===== src/rtl/clock_pkg.sv =====
// clock_pkg: mode and button encodings shared by the button front end and clock_top
package clock_pkg;

    typedef enum logic [1:0] {
        MODE_RUN       = 2'd0,
        MODE_SET_TIME  = 2'd1,
        MODE_SET_ALARM = 2'd2,
        MODE_SET_DATE  = 2'd3
    } mode_t;

    typedef enum logic [1:0] {
        REP_IDLE,
        REP_DELAY,
        REP_REPEAT
    } rep_state_t;

    localparam int BTN_UNITS = 0;
    localparam int BTN_TENS  = 1;
    localparam int BTN_3     = 2;
    localparam int BTN_AMPM  = 3;

endpackage


===== src/rtl/debounce_channel.sv =====
// debounce_channel: 2-flop synchronizer, stability counter and rising-edge detect for one button
module debounce_channel #(
    parameter int DEBOUNCE_CYCLES = 4,
    parameter int CNT_W           = 32
) (
    input  logic mclk,
    input  logic rst,
    input  logic raw,
    output logic stable,
    output logic press
);

    localparam logic [CNT_W-1:0] LAST = CNT_W'(DEBOUNCE_CYCLES - 1);

    logic [1:0]       sync;
    logic [CNT_W-1:0] cnt;
    logic             s;

    assign s     = sync[1];
    assign press = s && !stable && cnt == LAST;

    // Accept a new level only after it has been seen unchanged for DEBOUNCE_CYCLES samples
    always_ff @(posedge mclk or negedge rst) begin
        if (!rst) begin
            sync   <= '0;
            stable <= 1'b0;
            cnt    <= '0;
        end else begin
            sync <= {sync[0], raw};
            if (s == stable) begin
                cnt <= '0;
            end else if (cnt == LAST) begin
                stable <= s;
                cnt    <= '0;
            end else begin
                cnt <= cnt + CNT_W'(1);
            end
        end
    end

endmodule


===== src/rtl/button_conditioner.sv =====
// button_conditioner: raw buttons to debounced, auto-repeating one-cycle pulses plus the mode FSM
module button_conditioner
    import clock_pkg::*;
#(
    parameter int DEBOUNCE_CYCLES = 4,
    parameter int REPEAT_DELAY    = 20,
    parameter int REPEAT_PERIOD   = 8,
    parameter int IDLE_TIMEOUT    = 100,
    parameter int CNT_W           = 32
) (
    input  logic       mclk,
    input  logic       rst,
    input  logic [3:0] pButton,
    input  logic       pMode,
    output logic [3:0] vButton,
    output logic [1:0] clk_mode
);

    localparam logic [CNT_W-1:0] DELAY_LAST  = CNT_W'(REPEAT_DELAY - 1);
    localparam logic [CNT_W-1:0] PERIOD_LAST = CNT_W'(REPEAT_PERIOD - 1);
    localparam logic [CNT_W-1:0] IDLE_LAST   = CNT_W'(IDLE_TIMEOUT - 1);

    logic [4:0]       raw;
    logic [4:0]       stable;
    logic [4:0]       press;
    mode_t            mode;
    rep_state_t       rep_state [3];
    logic [CNT_W-1:0] rep_cnt [3];
    logic [CNT_W-1:0] idle_cnt;
    logic [2:0]       rep_pulse;
    logic [3:0]       pulse_next;
    logic             mode_press;
    logic             timeout;
    logic             mode_change;
    logic             unused_stable;

    assign raw           = {pMode, pButton};
    assign clk_mode      = mode;
    assign mode_press    = press[4];
    assign unused_stable = &{1'b0, stable[4:3]};

    genvar i;
    for (i = 0; i < 5; i++) begin : g_ch
        debounce_channel #(
            .DEBOUNCE_CYCLES(DEBOUNCE_CYCLES),
            .CNT_W          (CNT_W)
        ) u_ch (
            .mclk  (mclk),
            .rst   (rst),
            .raw   (raw[i]),
            .stable(stable[i]),
            .press (press[i])
        );
    end

    // Terminal count of each repeat channel; a released button never fires
    always_comb begin
        rep_pulse = '0;
        for (int k = 0; k <= BTN_3; k++)
            rep_pulse[k] = stable[k] && ((rep_state[k] == REP_DELAY && rep_cnt[k] == DELAY_LAST) ||
                                         (rep_state[k] == REP_REPEAT && rep_cnt[k] == PERIOD_LAST));
    end

    // A pMode press owns the cycle and swallows any coincident button pulse; it also beats a timeout
    always_comb begin
        pulse_next  = mode_press ? 4'b0 : press[BTN_AMPM:0] | {1'b0, rep_pulse};
        timeout     = mode != MODE_RUN && idle_cnt == IDLE_LAST && pulse_next == 4'b0;
        mode_change = mode_press || timeout;
    end

    // Per-channel auto-repeat; any mode change drops every channel to idle until it is re-pressed
    always_ff @(posedge mclk or negedge rst) begin
        if (!rst) begin
            for (int k = 0; k <= BTN_3; k++) begin
                rep_state[k] <= REP_IDLE;
                rep_cnt[k]   <= '0;
            end
        end else begin
            for (int k = 0; k <= BTN_3; k++) begin
                if (mode_change || (rep_state[k] != REP_IDLE && !stable[k])) begin
                    rep_state[k] <= REP_IDLE;
                    rep_cnt[k]   <= '0;
                end else if (rep_state[k] == REP_IDLE) begin
                    if (press[k] && mode != MODE_RUN) begin
                        rep_state[k] <= REP_DELAY;
                        rep_cnt[k]   <= '0;
                    end
                end else if (rep_pulse[k]) begin
                    rep_state[k] <= REP_REPEAT;
                    rep_cnt[k]   <= '0;
                end else begin
                    rep_cnt[k] <= rep_cnt[k] + CNT_W'(1);
                end
            end
        end
    end

    // Mode FSM, registered pulse output and the idle counter that forces a return to run mode
    always_ff @(posedge mclk or negedge rst) begin
        if (!rst) begin
            mode     <= MODE_RUN;
            vButton  <= '0;
            idle_cnt <= '0;
        end else begin
            vButton  <= pulse_next;
            mode     <= mode_press ? mode_t'(mode + 2'd1) : (timeout ? MODE_RUN : mode);
            idle_cnt <= (mode == MODE_RUN || mode_change || pulse_next != 4'b0) ? '0 : idle_cnt + CNT_W'(1);
        end
    end

endmodule


===== config.mk =====
export PLATFORM = sky130hd
export DESIGN_NAME = button_conditioner
export DESIGN_NICKNAME = d
export VERILOG_FILES = /design/src/rtl/clock_pkg.sv /design/src/rtl/debounce_channel.sv /design/src/rtl/button_conditioner.sv
export SDC_FILE = /design/constraint.sdc
export NUM_CORES = 1
export LEC_CHECK = 0
export ABC_CLOCK_PERIOD_IN_PS = 2600
export CORE_ASPECT_RATIO = 0.6
export CORE_MARGIN = 4
export CORE_UTILIZATION = 55
export DETAILED_ROUTE_END_ITERATION = 8
export DONT_BUFFER_PORTS = 1
export PLACE_DENSITY = 0.73
export SYNTH_ARGS = -nofsm -noshare
export SYNTH_HDL_FRONTEND = slang
export SYNTH_HIERARCHICAL = 1
export SYNTH_SLANG_ARGS = --single-unit
export TNS_END_PERCENT = 50

===== constraint.sdc =====
create_clock -name mclk -period 2.6 [get_ports mclk]
set_input_delay 0.39 -clock mclk [delete_from_list [all_inputs] [get_ports mclk]]
set_output_delay 0.39 -clock mclk [all_outputs]
set_load 0.01 [all_outputs]

== Word level (Yosys, flattened, before mapping) ==
Cells that the tools add are included.

* Latch bits: 0
* Memory bits (read-only): 0
* Flip-flop bits (word level): 315
* Memories kept: 0
* Input bits: 7
* RAM bits: 0
* Logic and storage cells: 167

* $lt $le $gt $ge: 0
* Mux-type cells: 38
* Equality and inequality tests: 26
* Reduce and logical (&&, ||, !) cells: 63
* Shift-type cells: 0
* Add/subtract/negate cells: 10
* Multipliers: 0
* Bitwise gates (word level): 6
* Divide/modulo/power cells: 0

{| class="wikitable"
|+ Operator list
! cell !! count
|-
| 2-to-1 mux 32 bit || 23
|-
| adder 32 x 1 -> 32 bit, second input constant || 9
|-
| == test 32 x 2 -> 1 bit, second input constant || 5
|-
| == test 32 x 3 -> 1 bit, second input constant || 3
|-
| == test 32 x 5 -> 1 bit, second input constant || 3
|-
| == test 32 x 7 -> 1 bit, second input constant || 1
|-
| 2-to-1 mux 2 bit || 14
|-
| logical AND 1 bit || 27
|-
| AND reduction 2 bit || 8
|-
| nonzero test 2 bit || 5
|-
| logical OR 1 bit || 9
|-
| != test 3 x 2 -> 1 bit, second input constant || 3
|-
| nonzero test 3 bit || 3
|-
| logical NOT 2 bit || 4
|-
| == test 2 x 1 -> 1 bit, second input constant || 3
|-
| == test 2 bit, second input constant || 3
|-
| == test 1 bit || 5
|-
| logical NOT 1 bit || 5
|-
| inverter 1 bit || 5
|-
| logical NOT 4 bit || 1
|-
| 2-to-1 mux 4 bit || 1
|-
| OR 4 x 3 -> 4 bit || 1
|-
| nonzero test 4 bit || 1
|-
| adder 2 x 1 -> 2 bit, second input constant || 1
|}

== Logic depth before layout (Yosys ltp) ==
Gate-level depths: netlist of the first run.

* Word-level depth: 12
* Mapped depth: 13

== By module ==
Netlist of the first run, hierarchy kept.

{| class="wikitable"
|+ Modules (own cells, without submodules)
! module !! times used !! area an instance (sq um) !! cells an instance
|-
| debounce_channel || 5 || 1889.3 || 193
|-
| button_conditioner || 1 || 8271.7 || 887
|}

== Worst setup path before layout of the first run ==
OpenSTA, ideal clock, no wires.

* Path type: reg2reg
* Start point: reg g_ch[4].u_ch.cnt[22]
* End point: reg idle_cnt[10]
* Stages on the path, launching flop included: 11
* Data arrival time: 2.506 ns
* Setup time: 0.070 ns
* Path slack: 0.023 ns
* Data required time: 2.530 ns
* Buffers on the path: 3
* Cell sequence: dfrtp_1 > buf_2 > nor4_1 > nand4_1 > nor3_1 > o21ai_0 > or3_1 > or4_1 > buf_6 > buf_12 > nor2_4

* Longest elaborated chain between the ends: 9
* Elaborated cells on any way between the ends: 10
* Classes of those cells: 1 x eq/ne; 2 x mux; 7 x reduce/logical

{| class="wikitable"
|+ Ends and longest elaborated chain
! item !! RTL line !! RTL
|-
| start: declaration || debounce_channel.sv:16 || <nowiki>logic [CNT_W-1:0] cnt;</nowiki>
|-
| start signal: assignment || debounce_channel.sv:36 || <nowiki>cnt <= cnt + CNT_W'(1);</nowiki>
|-
| == test 32 x 2 -> 1 bit (*) || debounce_channel.sv:20 || <nowiki>assign press = s && !stable && cnt == LAST;</nowiki>
|-
| logical AND 1 bit (*) || debounce_channel.sv:20 ||
|-
| named net mode_press || button_conditioner.sv:32 || <nowiki>logic mode_press;</nowiki>
|-
| 2-to-1 mux 4 bit || button_conditioner.sv:66 || <nowiki>pulse_next = mode_press ? 4'b0 : press[BTN_AMPM:0] | {1'b0, rep_pulse};</nowiki>
|-
| logical NOT 4 bit || button_conditioner.sv:67 || <nowiki>timeout = mode != MODE_RUN && idle_cnt == IDLE_LAST && pulse_next == 4'b0;</nowiki>
|-
| logical AND 1 bit || button_conditioner.sv:67 ||
|-
| logical OR 1 bit || button_conditioner.sv:68 || <nowiki>mode_change = mode_press || timeout;</nowiki>
|-
| logical OR 1 bit || button_conditioner.sv:107 || <nowiki>idle_cnt <= (mode == MODE_RUN || mode_change || pulse_next != 4'b0) ? '0 : idle_cnt + CNT_W'(1);</nowiki>
|-
| logical OR 1 bit (*) || button_conditioner.sv:107 ||
|-
| 2-to-1 mux 32 bit (*) || button_conditioner.sv:107 ||
|-
| end signal: assignment || button_conditioner.sv:107 ||
|-
| end: declaration || button_conditioner.sv:29 || <nowiki>logic [CNT_W-1:0] idle_cnt;</nowiki>
|}

The timed path passes the listed nets; every way through them passes the cells marked *.
A chain may end at the register's enable or synchronous reset.

== Final worst setup path of the first run ==
* Start point: reg g_ch[0].u_ch.cnt[0]
* End point: reg idle_cnt[10]

* Longest elaborated chain between the ends: 10
* Elaborated cells on any way between the ends: 11
* Classes of those cells: 1 x eq/ne; 2 x mux; 1 x bitwise; 7 x reduce/logical

{| class="wikitable"
|+ Ends and longest elaborated chain
! item !! RTL line !! RTL
|-
| start: declaration || debounce_channel.sv:16 ||
|-
| start signal: assignment || debounce_channel.sv:36 ||
|-
| == test 32 x 2 -> 1 bit (*) || debounce_channel.sv:20 ||
|-
| logical AND 1 bit (*) || debounce_channel.sv:20 ||
|-
| named net press[0] || button_conditioner.sv:25 || <nowiki>logic [4:0] press;</nowiki>
|-
| OR 4 x 3 -> 4 bit (*) || button_conditioner.sv:66 ||
|-
| 2-to-1 mux 4 bit (*) || button_conditioner.sv:66 ||
|-
| logical NOT 4 bit || button_conditioner.sv:67 ||
|-
| logical AND 1 bit || button_conditioner.sv:67 ||
|-
| logical OR 1 bit || button_conditioner.sv:68 ||
|-
| logical OR 1 bit || button_conditioner.sv:107 ||
|-
| logical OR 1 bit (*) || button_conditioner.sv:107 ||
|-
| 2-to-1 mux 32 bit (*) || button_conditioner.sv:107 ||
|}

Marks and branches as above.

==> run_results.csv, run 1 <==
group,metric,value,unit
sta,fin_setup_tns,-8800,ps
grt,overflow,0,
floorplanning,boundaryPins,13,
sta,max_slew_margin,0.475,
final_layout,diodes,0,
pwr,power.share.sequential,0.396,
detailed_routing,wirelength,44500,µm
run_status,status,"finished with violations",
detailed_routing,dr_wl_met3,2630,µm
sta,setup_viol,111,
grt,groute.usage.overall,0.243,
floorplanning,fp.dieW,240,µm
final_layout,syn2layout_area_growth,20.5,%
final_layout,finalNetCount,2066,
floorplanning,die-area,35200,µm²
detailed_routing,vias,15500,
clocking,cts_root_buffer,"clkbuf_16",
sta,fin_crit_sh,1.06,
sta,skew,13.7,ps
synthesis,ys_async_sr_fraction,1.00,
clocking,htreeDepth,1,
clocking,insertion_delay,580,ps
clocking,cts_tree,"yes",
worst_setup_path,worst-path-max-fanout,8,
pwr,ir_drop,0.000539,V
worst_setup_path,cp_slowest_cell,"or4_4",
synthesis,ys_seq_area_frac,0.445,
run_status,violations,"negative hold slack, negative setup slack",
worst_setup_path,cp.required,3110,ps
worst_setup_path,worstSetupStartpointType,"flop",
worst_setup_path,cp.arrival,3270,ps
clocking,clkTransAtPathRegs,60,ps
pwr,switching_power,4150,µW
grt,grt_pass1_vias,14700,
final_layout,fill_cells,2401,
grt,grt_max_degree,316,
pwr,combPwrFrac,0.251,
sta,setup_ws,-163,ps
synthesis,synth_edf_count,0,
detailed_routing,drcViolationCount,0,
place,gp_congestion,0.872,
final_layout,final-seq-area,7880,µm²
synthesis,synth_flop_cell,"dfrtp_1",
hold_path,worst_hold_path_type,"in2async",
clocking,clock-sinks,315,
detailed_routing,first_iter_violations,1543,
pwr,pwr-share-clk,0.352,
worst_setup_path,worst-setup-path-type,"reg2reg",
detailed_routing,drtPass1Iterations,6,
detailed_routing,met1Wirelength,21300,µm
grt,grt_pass1_wl,73000,µm
synthesis,yosysTopAreaCellShare,0.445,
sta,worst_pin_slew,787,ps
sta,hold_viol,315,
synthesis,synth_area_leader_cell,"dfrtp_1",
sta,fmax,0.362,GHz
detailed_routing,wl_met2,19900,µm
detailed_routing,wl_per_cell,17.9,µm
pwr,power.internal,9130,µW
worst_setup_path,endpoint_kind,"flop",
final_layout,stdcell_area,21400,µm²
worst_setup_path,critPathMostFrequentCell,"nor3_2",
final_layout,multi_input_area,9460,µm²
worst_setup_path,cp_num_buf_inv,2,
pwr,powerDensity,622,nW/µm²
place,detailedPlace.worstSlack,-402,ps
floorplanning,fp.coreArea,31500,µm²
grt,antenna_found_initial,0,
synthesis,synth-seq-cells,315,
synthesis,ys_types,73,
synthesis,ys_top_cells_by_area,"dfrtp_1, xor2_1, a21oi_1, nor2_1, nand4_1",
flow_run,maxCapViolCount,0,
detailed_routing,dr.max_layer_used,"met4",
sta,rsz0062_at_grt,"yes",
final_layout,drive_gt1_frac,0.237,
worst_setup_path,crit_chain,"ha_1 -> nor3b_1 -> nand4_1 -> nor3_2 -> buf_4 -> nor3_2 -> o21ai_2 -> or3_1 -> or4_4 -> clkbuf_16 -> nor2_4",
clocking,clk_path_buf_depth,3,
place,port-buffer-count,0,
synthesis,synth_warnings,6,
synthesis,synth.avg_cell_area,9.57,µm²
worst_setup_path,crit_family,"simple AND/OR/NAND/NOR gates",
sta,period_needed,2760,ps
detailed_routing,ant_nets,0,
synthesis,synthCells,1852,
clocking,cts_made_buffers,30,
pwr,p_sw_frac,0.313,
detailed_routing,viasPerCell,6.23,
floorplanning,initial_core_util,0.563,
clocking,holdBufCountCts,5,
pwr,power.leakage,0.00896,µW
floorplanning,die_h,147,µm
place,place_inst,2401,
final_layout,instances_no_fill,2484,
floorplanning,rows,50,
sta,holdWs,-485,ps
place,dpl-instance-area,19500,µm²
synthesis,synth_fp_nets,1874,
worst_setup_path,cp_slowest_stage_delay,600,ps
sta,final_max_slew_viol_count,0,
place,hpwlAfterDp,28400,µm
synthesis,synth_area,17700,µm²
metrics by stage:
step,util,total power (µW)
after floorplan,-,7250
after global placement,0.620,7960
after detailed placement,0.620,8050
after CTS,0.662,12900
after global routing,0.679,13900
final,0.679,13300
metal layers:
metal | GRT usage | vias up
met1 | 0.381 | 7604
met4 | 0.0458 | 0
met3 | 0.0371 | 65
li1 | - | 7360
met5 | 0 | -
met2 | 0.359 | 445
worst paths after layout:
kind,cells past startpoint,end,slack (ps),startpoint
min,0,g_ch[0].u_ch/cnt[16]$_DFF_PN0_,-490,rst
max in group asynchronous,0,rep_cnt[30]$_DFFE_PN0P_,2430,rst
max,11,idle_cnt[10]$_DFF_PN0_,-160,g_ch[0].u_ch/cnt[0]$_DFF_PN0_
min reg2reg,0,g_ch[3].u_ch/sync[1]$_DFF_PN0_,360,g_ch[3].u_ch/sync[0]$_DFF_PN0_
max reg2reg,11,idle_cnt[10]$_DFF_PN0_,-160,g_ch[0].u_ch/cnt[0]$_DFF_PN0_
min in group mclk,0,g_ch[3].u_ch/sync[1]$_DFF_PN0_,360,g_ch[3].u_ch/sync[0]$_DFF_PN0_
kinds of logic after synthesis:
kind of cell	count (synthesis)	share of synthesized area
AO/OA/AOI/OAI	388	0.139
multiplexers	5	0.00318
adder cells (fa/ha/maj)	15	0.0106
AND/OR/NAND/NOR	866	0.302
XOR/XNOR	111	0.0549
buffers and inverters	152	0.0447
flip-flops	315	0.445
synthesized netlist by cell type, drive strengths merged, types with 13 or more instances:
cell type,count
a21oi,151
a311oi,31
a31oi,13
and3,38
and4,56
buf,76
clkbuf,25
dfrtp,315
ha,15
inv,51
nand2,96
nand3,93
nand4,108
nor2,208
nor3,36
nor3b,16
nor4,70
o21ai,96
o31ai,45
or3,48
or4,54
xnor2,20
xor2,91
cell type report:
cell class | count | share of cell area
Tap cell | 416 | 0.0244
Multi-Input combinational cell | 1385 | 0.443
Inverter | 51 | 0.00897
Clock buffer | 46 | 0.0432
Sequential cell | 315 | 0.369
Clock inverter | 10 | 0.00621
Timing Repair Buffer | 261 | 0.105
power groups by stage:
stage / sequential (µW) / clock (µW) / combinational, µW
2_1_floorplan: 5390 / 0 / 1860
3_3_place_gp: 5330 / 0 / 2630
3_5_place_dp: 5350 / 0 / 2700
4_1_cts: 5260 / 4760 / 2880
5_1_grt: 5290 / 4990 / 3590
6_report: 5260 / 4680 / 3340
sequential cells by signal (all words and copies together) (netlist names):
signal            count
g_ch.u_ch/sync       10
idle_cnt             32
vButton               4
rep_cnt              96
g_ch.u_ch/cnt       160
rep_state             6
g_ch.u_ch/stable      5
clk_mode              2
layout by cell type (no fill, tap or decap), types with 13 or more instances in the layout:
cell / instances
a21oi_1: 140
a311oi_2: 27
a31oi_1: 13
and3_1: 38
and4_1: 51
buf_4: 236
clkbuf_16: 37
dfrtp_1: 315
ha_1: 15
inv_1: 50
nand2_1: 91
nand3_1: 93
nand4_1: 91
nor2_1: 167
nor2_4: 31
nor3_1: 25
nor4_1: 62
o21ai_0: 83
o31ai_1: 45
or3_1: 46
or4_1: 48
xnor2_1: 20
xor2_1: 91
timing repair:
action,CTS,global route
setup buffers,8,8
resized for setup,28,61
pin swaps,12,54
endpoints found under the hold margin,320,315
endpoints found under the setup margin,133,162
gates cloned,1,6
Note: power is estimated with default switching activity, not from simulation.
==> run 2: changes to the inputs <==
Settings changed: TNS_END_PERCENT 50 to 1.
==> run_results.csv, run 2 (synthesis gave the netlist of run 1 again) <==
group,metric,value,unit
floorplanning,die_h,147,µm
detailed_routing,viasPerCell,6.20,
pwr,powerDensity,614,nW/µm²
final_layout,final_common_cell,"dfrtp_1",
detailed_routing,wirelength,42800,µm
place,port-buffer-count,0,
grt,grt_pass1_vias,14600,
run_status,status,"finished with violations",
sta,final_max_slew_viol_count,0,
worst_setup_path,cp_num_buf_inv,2,
grt,grt_max_degree,316,
grt,grt_pass1_wl,72600,µm
clocking,holdBufCountCts,5,
clocking,clk_path_buf_depth,3,
worst_setup_path,worst-path-max-fanout,16,
sta,period_needed,2740,ps
grt,groute.usage.overall,0.241,
pwr,ir_drop,0.000489,V
clocking,insertion_delay,580,ps
grt,antenna_found_initial,0,
detailed_routing,drtPass1Iterations,5,
final_layout,reg_top3,"g_ch.u_ch/cnt: 160 flops, rep_cnt: 96 flops, idle_cnt: 32 flops",
clocking,clock-sinks,315,
clocking,cts_tree,"yes",
clocking,htreeDepth,1,
worst_setup_path,critical_path_cell_count,9,
clocking,clkTransAtPathRegs,70,ps
floorplanning,fp.dieW,240,µm
worst_setup_path,cp.required,3110,ps
sta,setup_viol,114,
run_status,violations,"negative hold slack, negative setup slack",
sta,holdWs,-485,ps
sta,hold_viol,315,
floorplanning,fp.coreArea,31500,µm²
clocking,cts_made_buffers,30,
final_layout,drive_gt1_frac,0.217,
worst_setup_path,crit_chain,"nor4_2 -> buf_4 -> nand4_1 -> nor3_4 -> o21ai_2 -> or3_1 -> or4_4 -> buf_12 -> nor2_1",
sta,rsz0062_at_grt,"yes",
grt,overflow,0,
detailed_routing,vias,15300,
detailed_routing,drcViolationCount,0,
floorplanning,initial_core_util,0.563,
worst_setup_path,cp_slowest_stage_delay,560,ps
sta,fmax,0.365,GHz
worst_setup_path,cp.arrival,3250,ps
pwr,power.leakage,0.00883,µW
final_layout,diodes,0,
final_layout,fin_util,0.664,
place,gp_congestion,0.872,
worst_setup_path,worstSetupStartpointType,"flop",
floorplanning,die-area,35200,µm²
final_layout,final_cell_mix,"dfrtp_1, buf_4, nor2_1, a21oi_1, nand3_1",
flow_run,maxCapViolCount,0,
final_layout,syn2layout_area_growth,17.9,%
sta,fin_setup_tns,-8990,ps
worst_setup_path,reg2regPathDepth,9,
floorplanning,rows,50,
sta,worst_pin_slew,789,ps
place,hpwlAfterDp,28400,µm
worst_setup_path,crit_family,"simple AND/OR/NAND/NOR gates",
worst_setup_path,endpoint_kind,"flop",
sta,setup_ws,-136,ps
detailed_routing,first_iter_violations,1594,
final_layout,regMostFlops,"g_ch.u_ch/cnt",
worst_setup_path,worst-setup-path-type,"reg2reg",
worst_setup_path,rrSetupSlack,-140,ps
final_layout,largest_reg_flops,160,
clocking,cts_root_buffer,"clkbuf_16",
worst_setup_path,cp_slowest_cell,"or4_4",
sta,skew,12.6,ps
floorplanning,boundaryPins,13,
sta,max_slew_margin,0.474,
sta,fin_crit_sh,1.05,
detailed_routing,ant_nets,0,
hold_path,worst_hold_path_type,"in2async",
final_layout,finalNetCount,2052,
detailed_routing,wl_per_cell,17.3,µm
run 2: cell types whose count changed in the layout (fill, tap and decap cells not counted), moves of 5 or more:
cell	change
a21oi_1	+6
a21oi_2	-5
buf_4	-5
clkbuf_16	-6
nor2_1	+9
nor2_2	-7
run 2: metrics by stage:
step | cells | total power (µW) | setup slack (ps) | cell area (µm²)
2_1_floorplan | 1852 | 7250 | 23.3 | 17700
3_3_place_gp | 2401 | 7960 | -372 | 19500
3_5_place_dp | 2401 | 8050 | -402 | 19500
4_1_cts | 2464 | 12900 | -181 | 20700
5_1_grt | 2470 | 13400 | -311 | 20900
6_report | 2470 | 12800 | -136 | 20900
run 2: layout make-up:
type	instances	area, µm²
fillers	2482	10600
multi-input cells	1385	9260
flip-flops and latches	315	7880
repair buffers	247	1990
clock buffers	46	922
well taps	416	520
inverters	51	191
clock inverters	10	133
run 2: repair_timing:
item                                    4_1_cts  5_1_grt
endpoints found under the setup margin      133      135
gates resized for setup                      19       19
pin swaps                                    15        6
cloned                                        1        0
buffers inserted                              1        6
hold endpoints to repair                    320      315
run 2: worst paths after layout:
path / startpoint / to
setup / recovery: g_ch[4].u_ch/cnt[29]$_DFF_PN0_ / idle_cnt[31]$_DFF_PN0_
min in group mclk: g_ch[4].u_ch/sync[0]$_DFF_PN0_ / g_ch[4].u_ch/sync[1]$_DFF_PN0_
hold reg to reg: g_ch[4].u_ch/sync[0]$_DFF_PN0_ / g_ch[4].u_ch/sync[1]$_DFF_PN0_
max in group asynchronous: rst / rep_cnt[13]$_DFFE_PN0P_
setup reg to reg: g_ch[4].u_ch/cnt[29]$_DFF_PN0_ / idle_cnt[31]$_DFF_PN0_
hold / removal: rst / g_ch[0].u_ch/cnt[31]$_DFF_PN0_
run 2: where the power goes:
part	internal, µW	leakage (µW)	switching (µW)	total [µW]
sequential	5120	0.00435	141	5260
clock	2730	0.000512	1930	4670
combinational	1020	0.00397	1880	2900
total	8870	0.00883	3950	12800
run 2: routing by layer:
metal	GRT usage	vias up	wire length, µm
met5	0	-	0
met4	0.0470	0	728
met3	0.0370	63	2340
met2	0.355	407	18700
met1	0.380	7528	21000
li1	-	7325	-
==> run 3: changes to the inputs <==
Settings changed: CTS_CLUSTER_SIZE from default to 20, DONT_BUFFER_PORTS 1 to default, PLACE_DENSITY 0.73 to 0.74, SKIP_LAST_GASP from default to 1.
==> run_results.csv, run 3 (synthesis gave the netlist of run 1 again) <==
group,metric,value,unit
detailed_routing,wl_met2,19400,µm
final_layout,fin_util,0.683,
grt,grt_max_degree,68,
flow_run,maxCapViolCount,0,
clocking,clk_path_buf_depth,3,
floorplanning,boundaryPins,13,
run_status,violations,"negative setup slack",
sta,setup_ws,-246,ps
place,port-buffer-count,12,
final_layout,reg_top3,"g_ch.u_ch/cnt: 160 flops, rep_cnt: 96 flops, idle_cnt: 32 flops",
final_layout,regMostFlops,"g_ch.u_ch/cnt",
final_layout,fill_cells,2342,
grt,groute.usage.overall,0.255,
hold_path,worst_hold_path_type,"in2reg",
worst_setup_path,cp.required,3040,ps
detailed_routing,vias,15900,
pwr,ir_drop,0.000477,V
detailed_routing,wirelength,45100,µm
grt,antenna_found_initial,0,
sta,max_slew_margin,0.445,
worst_setup_path,r2r_end,"rep_cnt[62]$_DFFE_PN0P_",
sta,fmax,0.351,GHz
detailed_routing,met1Wirelength,21600,µm
final_layout,final_common_cell,"dfrtp_1",
sta,rsz0062_at_grt,"yes",
pwr,power.internal,9130,µW
grt,overflow,0,
sta,fin_crit_sh,1.09,
floorplanning,die-area,35200,µm²
worst_setup_path,worst-setup-path-type,"reg2reg",
run_status,status,"finished with violations",
final_layout,stdcell_area,21500,µm²
sta,period_needed,2850,ps
sta,worst_pin_slew,830,ps
worst_setup_path,rrSetupSlack,-250,ps
final_layout,largest_reg_flops,160,
detailed_routing,drtPass1Iterations,5,
worst_setup_path,reg2regPathDepth,14,
place,hpwlAfterDp,30700,µm
detailed_routing,wl_per_cell,17.8,µm
sta,final_max_slew_viol_count,0,
clocking,htreeDepth,1,
final_layout,finalNetCount,2117,
floorplanning,fp.dieW,240,µm
detailed_routing,viasPerCell,6.29,
worst_setup_path,worstSetupStartpointType,"flop",
sta,setup_viol,121,
final_layout,diodes,0,
place,gp_congestion,0.891,
detailed_routing,drcViolationCount,0,
clocking,insertion_delay,570,ps
sta,hold_viol,0,
final_layout,syn2layout_area_growth,21.4,%
worst_setup_path,worst-path-max-fanout,11,
floorplanning,die_h,147,µm
clocking,cts_root_buffer,"clkbuf_16",
pwr,pwr-share-clk,0.365,
pwr,p_sw_frac,0.309,
pwr,combPwrFrac,0.238,
pwr,power.share.sequential,0.397,
grt,grt_pass1_vias,15200,
worst_setup_path,endpoint_kind,"flop",
floorplanning,rows,50,
place,place_inst,2468,
final_layout,drive_gt1_frac,0.236,
worst_setup_path,r2r_start,"g_ch[4].u_ch/cnt[0]$_DFF_PN0_",
worst_setup_path,crit_start,"g_ch[4].u_ch/cnt[0]$_DFF_PN0_",
final_layout,final_cell_mix,"dfrtp_1, buf_4, nor2_1, a21oi_1, nand3_1",
detailed_routing,dr_wl_met3,3190,µm
detailed_routing,dr.max_layer_used,"met4",
detailed_routing,ant_nets,0,
clocking,cts_tree,"yes",
clocking,clkTransAtPathRegs,70,ps
worst_setup_path,cp.arrival,3290,ps
detailed_routing,first_iter_violations,1481,
pwr,powerDensity,615,nW/µm²
clocking,clock-sinks,315,
grt,grt_pass1_wl,76500,µm
floorplanning,fp.coreArea,31500,µm²
clocking,cts_made_buffers,30,
place,dpl-instance-area,20100,µm²
final_layout,instances_no_fill,2534,
pwr,power.leakage,0.00922,µW
floorplanning,initial_core_util,0.563,
final_layout,multi_input_area,9250,µm²
pwr,switching_power,4090,µW
sta,skew,10.3,ps
pwr,p_total,13200,µW
worst_setup_path,cp-endpoint,"rep_cnt[62]$_DFFE_PN0P_",
final_layout,final-seq-area,7880,µm²
run 3: cell count changes in the layout (fill, tap and decap cells not counted), moves of 5 or more:
cell,change
a311oi_1,+8
a311oi_2,-8
nor3_2,-5
buf_4,+53
clkdlybuf4s50_1,+11
run 3: per-stage QoR:
stage / setup WS (ps) / hold WS (ps) / TNS (ps)
5_1_grt: -357 / 249 / -31620
2_1_floorplan: 23.3 / 94.4 / 0
3_5_place_dp: -441 / 335 / -45200
4_1_cts: -189 / 233 / -13040
6_report: -246 / 256 / -15230
3_3_place_gp: -387 / 332 / -44180
run 3: worst min path at each step:
| stage | start | endpoint | slack, ps | depth (start not counted) |
|---|---|---|---|---|
| 6_report | pButton[0] | g_ch[0].u_ch/sync[0]$_DFF_PN0_ | 260 | 1 |
| 5_1_grt | pButton[0] | g_ch[0].u_ch/sync[0]$_DFF_PN0_ | 250 | 1 |
| 4_1_cts | pButton[0] | g_ch[0].u_ch/sync[0]$_DFF_PN0_ | 230 | 1 |
| 3_5_place_dp | g_ch[4].u_ch/sync[0]$_DFF_PN0_ | g_ch[4].u_ch/sync[1]$_DFF_PN0_ | 330 | 0 |
| 3_3_place_gp | g_ch[1].u_ch/sync[0]$_DFF_PN0_ | g_ch[1].u_ch/sync[1]$_DFF_PN0_ | 330 | 0 |
| 2_1_floorplan | rst | clk_mode[0]$_DFFE_PN0P_ | 90 | 0 |
run 3: per-layer routing:
layer / GRT usage / vias up
met5: 0 / -
met2: 0.373 / 615
met4: 0.0565 / 0
met1: 0.399 / 7801
li1: - / 7453
met3: 0.0400 / 71
run 3: layout make-up:
cell class              count  area share
flip-flops and latches    315       0.367
repair buffers            312       0.119
multi-input cells        1385       0.430
inverters                  51     0.00890
clock inverters            13     0.00884
well taps                 416      0.0242
clock buffers              42      0.0417
run 3: power groups by stage:
stage                     clock network (µW)  logic [µW]  registers (µW)
after floorplan                            0        1860            5390
after global placement                     0        2830            5330
after detailed placement                   0        2900            5350
after CTS                               4910        3100            5250
after global routing                    5120        3440            5280
final                                   4820        3150            5260
run 3: critical path, stage by stage (launching register included):
cell	delay, ps
dfrtp_1	350
ha_1	240
nor3b_1	230
nand4_1	120
buf_4	180
nor3_4	250
buf_6	200
nor4_1	80
buf_4	140
nor4b_4	260
buf_4	200
buf_4	120
o211ai_1	100
xor2_1	190
nor2_1	60
run 3: repair_timing:
action / 4_1_cts / 5_1_grt
hold buffers: 1 / 0
cloned: 2 / 0
pin swaps: 13 / 8
setup endpoints to repair: 135 / 134
endpoints found under the hold margin: 56 / 0
resized for setup: 20 / 19
setup buffers: 5 / 4
